`config.mk`:
```
export PLATFORM = sky130hd
export DESIGN_NAME = xalu_ise_issue
export DESIGN_NICKNAME = d
export VERILOG_FILES = /design/src/rtl/xalu_ise_issue.sv
export SDC_FILE = /design/constraint.sdc
export NUM_CORES = 1
export LEC_CHECK = 0
export ABC_AREA = 1
export CORE_AREA = 2 2 166 168
export DETAILED_ROUTE_END_ITERATION = 8
export DIE_AREA = 0 0 168 170
export PLACE_DENSITY = 0.73
export SLEW_MARGIN = 20
export SYNTH_ARGS = -nofsm -noshare
export SYNTH_HDL_FRONTEND = slang
export SYNTH_SLANG_ARGS = --single-unit
```
`constraint.sdc`:
```
create_clock -name ise_clk -period 2.16 [get_ports ise_clk]
set_input_delay 0.648 -clock ise_clk [delete_from_list [all_inputs] [get_ports ise_clk]]
set_output_delay 0.648 -clock ise_clk [all_outputs]
set_load 0.05 [all_outputs]
```
`src/rtl/xalu_ise_issue.sv`:
```
// Issue/writeback sequencer between the core's custom-0 port and the ISE ALU.
// Optional response timeout is built only when XALU_ISE_TIMEOUT_EN is defined.
module xalu_ise_issue #(
    parameter int unsigned TIMEOUT = 16
) (
    input  logic        ise_clk,
    input  logic        ise_rst,
    input  logic        req_valid,
    output logic        req_ready,
    input  logic [5:0]  req_fn,
    input  logic [6:0]  req_imm,
    input  logic [63:0] req_rs1,
    input  logic [63:0] req_rs2,
    input  logic [4:0]  req_rd,
    output logic [5:0]  ise_fn,
    output logic [6:0]  ise_imm,
    output logic [63:0] ise_in1,
    output logic [63:0] ise_in2,
    output logic        ise_val,
    input  logic        ise_oval,
    input  logic [63:0] ise_out,
    input  logic        kill,
    output logic        wb_valid,
    input  logic        wb_ready,
    output logic [4:0]  wb_rd,
    output logic [63:0] wb_data,
    output logic        wb_err
);

    typedef enum logic [1:0] {IDLE, ISSUE, WAIT, RESP} state_t;

    state_t      state, state_nx;
    logic [5:0]  fn_q;
    logic [6:0]  imm_q;
    logic [63:0] rs1_q, rs2_q, res_q;
    logic [4:0]  rd_q;
    logic        accept, capture, timeout_hit, tmo;
    logic        in_flight;

    if (TIMEOUT < 2 || TIMEOUT > 255) begin : g_bad_timeout
        $error("xalu_ise_issue: TIMEOUT must be in 2..255");
    end

`ifdef XALU_ISE_TIMEOUT_EN
    logic [7:0] wait_cnt;
    logic       err_q;

    // Counter is cleared while in ISSUE so it starts at zero on WAIT entry.
    always_ff @(posedge ise_clk) begin
        if (ise_rst) begin
            wait_cnt <= '0;
        end else if (state == ISSUE) begin
            wait_cnt <= '0;
        end else if (state == WAIT) begin
            wait_cnt <= wait_cnt + 8'd1;
        end
    end

    // Fires in the WAIT cycle whose increment brings the count to TIMEOUT-1.
    assign tmo = (wait_cnt == 8'(TIMEOUT - 2));

    always_ff @(posedge ise_clk) begin
        if (ise_rst) begin
            err_q <= 1'b0;
        end else if (capture) begin
            err_q <= 1'b0;
        end else if (timeout_hit) begin
            err_q <= 1'b1;
        end
    end

    assign wb_err = err_q;
`else
    assign tmo    = 1'b0;
    assign wb_err = 1'b0;
`endif

    always_ff @(posedge ise_clk) begin
        if (ise_rst) begin
            state <= IDLE;
        end else begin
            state <= state_nx;
        end
    end

    always_comb begin
        state_nx    = state;
        accept      = 1'b0;
        capture     = 1'b0;
        timeout_hit = 1'b0;
        unique case (state)
            IDLE: begin
                if (req_valid && !kill) begin
                    accept   = 1'b1;
                    state_nx = ISSUE;
                end
            end
            ISSUE: begin
                if (kill) begin
                    state_nx = IDLE;
                end else if (ise_oval) begin
                    capture  = 1'b1;
                    state_nx = RESP;
                end else begin
                    state_nx = WAIT;
                end
            end
            WAIT: begin
                if (kill) begin
                    state_nx = IDLE;
                end else if (ise_oval) begin
                    capture  = 1'b1;
                    state_nx = RESP;
                end else if (tmo) begin
                    timeout_hit = 1'b1;
                    state_nx    = RESP;
                end
            end
            RESP: begin
                if (wb_ready) begin
                    state_nx = IDLE;
                end
            end
            default: state_nx = IDLE;
        endcase
    end

    always_ff @(posedge ise_clk) begin
        if (ise_rst) begin
            fn_q  <= '0;
            imm_q <= '0;
            rs1_q <= '0;
            rs2_q <= '0;
            rd_q  <= '0;
            res_q <= '0;
        end else begin
            if (accept) begin
                fn_q  <= req_fn;
                imm_q <= req_imm;
                rs1_q <= req_rs1;
                rs2_q <= req_rs2;
                rd_q  <= req_rd;
            end
            if (capture) begin
                res_q <= ise_out;
            end else if (timeout_hit) begin
                res_q <= '0;
            end
        end
    end

    assign in_flight = (state == ISSUE) || (state == WAIT);

    // Handshake outputs are masked during the reset cycle itself.
    assign req_ready = (state == IDLE) && !ise_rst && !kill;
    assign ise_val   = (state == ISSUE) && !ise_rst;
    assign wb_valid  = (state == RESP) && !ise_rst;

    assign ise_fn  = in_flight ? fn_q  : '0;
    assign ise_imm = in_flight ? imm_q : '0;
    assign ise_in1 = in_flight ? rs1_q : '0;
    assign ise_in2 = in_flight ? rs2_q : '0;

    assign wb_rd   = rd_q;
    assign wb_data = res_q;

endmodule

```
==> results.toml <==
[worst_setup_path]
slowest_delay_ps = 340
path_cells = "inv_2 > ha_4 > buf_6 > clkbuf_16 > nand2_1 > clkinvlp_4 > buf_12"
setup.worst_path.class = "reg2out"
path_max_fanout = 6
rrSetupSlack_ps = 150
regToRegEndpoint = "wb_data[5]"
timing.rr.start = "state[0]"
setup.worst_path.start = "state[0]"
worstSetupStartpointType = "register"
worst_setup_path_end_kind = "output pin"
worstPathRequired_ps = 1510
crit_arrival_ps = 1920
slowest_stage = "dfxtp_2"
rr_worst_depth = 9

[run_status]
status = "complete, but fails checks"
violations = "negative setup slack"

[clock_network]
holdBufCountCts = 0
cts_tree = "yes"
cts_made_buffers = 25
clk_pin_slew_ps = 60
clock_sinks = 212
htree_levels = 1
cts_buffer_depth = 3
clkLatencyLatePin_ps = 510
cts_root_buffer = "clkbuf_16"

[routing]
wl_um = 32300
drt.antenna.violating_nets = 0
drc = 0
firstDrtPassIters = 5
wl_per_cell_um = 15.8
drt_iter0_markers = 416
via_per_inst = 4.61
via_count = 9437

[placed_design]
place.gp.congestion = 0.812
io_buffers = 428
place_area_sq_um = 15400
dp_hpwl_um = 21800
pre_cts_ws_ps = -136

[logic_synthesis]
yosysSeqAreaShare_pct = 48.0
syn_avg_cell_area_sq_um = 7.09
yosys_register_bits = 212
netlist_instances = 1248
ys_warn_count = 0
synth_cell_types = 19
synthesis.area_sq_um = 8850
syn-num-nets = 1469

[power_and_ir_drop]
total_leakage_power_nw = 7.23
p_int_mw = 12.9
ir_drop_uv = 838
seqPwrFrac_pct = 24.2
p_clk_share_pct = 21.8
switchingPower_mw = 8.99
pwr-share-comb_pct = 54.0
swShare_pct = 41.1
pwr_density_cell_nw_per_um2 = 1260

[cells_and_area]
design_area_sq_um = 17300
drive_above_1_share_pct = 30.9
syn_to_final_growth_pct = 96.0
fillers = 2057
fin_nets = 1907

[timing]
slew_viol_final = 0
fin_ws_ps = -409
post-route-period-util_pct = 119
whs_ps = 440
slew_headroom_pct = 65.2
rsz0062_at_grt = "true"
setup_viol = 141
clock_skew_ps = 7.02
finalHoldViolations = 0
fmax_ghz = 0.389
finalSetupTns_ps = -47530
fin_crit_ps = 2570
worstMarginPinSlew_ps = 524

[global_routing]
grt_pass1_wl_um = 47500
grt_max_degree = 54
gr-usage-all-layers_pct = 20.7
antenna_found_initial = 2
grt_pass1_vias = 9283
overflow = 0

[floorplanning]
rows = 60
fp.dieW_um = 168
die_h_um = 170
ios = 430
core_area_sq_um = 26700
die_area_sq_um = 28600
initial_utilization_pct = 33.2

[hold_path]
hold_class = "reg2reg"
hold_path_end = "wb_data[46]"
min-delay-start = "wb_data[46]"
whs_path_depth = 2

[run]
maxCapViolCount = 0
[power by group through the flow]
stage                     logic (mW)  clock network [mW]  registers [mW]
after floorplan                 4.12                   0            6.15
after global placement          8.98                   0            5.17
after detailed placement        9.10                   0            5.21
after CTS                       10.8                4.88            5.18
after global routing            12.4                5.05            5.37
final                           11.8                4.78            5.29
[state kept, by name, indices dropped and copies added (netlist names)]
signal and count:
imm_q 7, state 2, wb_rd 5, fn_q 6, rs2_q 64, rs1_q 64, wb_data 64
[cell families (layout without fill, tap and decap cells)]
kind of cell             after synthesis  count (layout)  share of synthesized area [%]
AO/OA/AOI/OAI                        421             421                           23.8
adder cells (fa/ha/maj)                5               5                          0.707
buffers and inverters                444             900                           20.2
flip-flops                           212             212                           48.0
other                                  1               2                         0.0424
AND/OR/NAND/NOR                      165             165                           7.27
[synth_stat cells, drive strengths merged]
library cell  instances  area (sq um)
buf                  62           352
o21ai               210          1050
a21oi               211          1060
clkbuf               24          91.3
dfxtp               212          4240
nor3                  1          5.00
inv                 358          1340
ha                    5          62.6
nand2               151           567
nor2                  9          33.8
nand3                 4          37.5
conb                  1          3.75
[cells in the final DEF (no fill, tap or decap), drive strengths merged]
cell type	n
a21oi	211
buf	237
bufinv	7
clkbuf	37
clkdlybuf4s50	213
clkinv	4
clkinvlp	91
conb	1
dfxtp	212
diode	1
dlygate4sd2	42
ha	5
inv	269
nand2	151
nand3	4
nor2	9
nor3	1
o21ai	210
[how the worst max path moves through the flow]
stage | endpoint | slack [ps] | depth (start not counted)
2_1_floorplan | ise_in1[36] | 10 | 7
3_3_place_gp | req_ready | -110 | 5
3_5_place_dp | rs2_q[9] | -140 | 8
4_1_cts | ise_in2[20] | -440 | 7
5_1_grt | ise_in2[13] | -480 | 7
6_report | ise_in2[30] | -410 | 7
[per-stage QoR]
step	utilization [%]	total power, mW	instances
floorplan	-	10.3	1248
global placement	57.6	14.2	1975
detailed placement	57.6	14.3	1975
CTS	63.1	20.9	2038
global route	65.1	22.8	2046
finish	65.1	21.9	2046
[area by class of cell]
cell class                 count  area [sq um]  area share (%)
timing repair buffer         497          6610            38.1
clock buffer                  32           692            3.99
antenna                        1          2.50          0.0144
clock inverter                13           246            1.42
multi-input combinational    592          3400            19.6
inverter                     358          1720            9.90
sequential                   212          4250            24.5
tap                          341           427            2.46
[layer usage]
layer / up-vias / wire length, um / GRT usage [%]
li1: 4663 / - / -
met1: 4310 / 12000 / 22.5
met2: 380 / 16400 / 38.2
met3: 84 / 2470 / 5.35
met4: 0 / 1460 / 8.77
met5: - / 0 / 0
[critical path, delay by kind of cell, from the launching register on]
kind | cells | cell delay (ps)
adder cells (fa/ha/maj) | 1 | 290
buffers and inverters | 5 | 640
flip-flops | 1 | 340
AND/OR/NAND/NOR | 1 | 120
[timing repair]
action / CTS / global route
gates resized for setup: 171 / 119
cloned: 8 / 7
hold endpoints to repair: 0 / 0
buffers inserted: 11 / 6
setup endpoints to repair: 184 / 181
pin swaps: 17 / 46
Note: power is estimated with default switching activity, not from simulation.
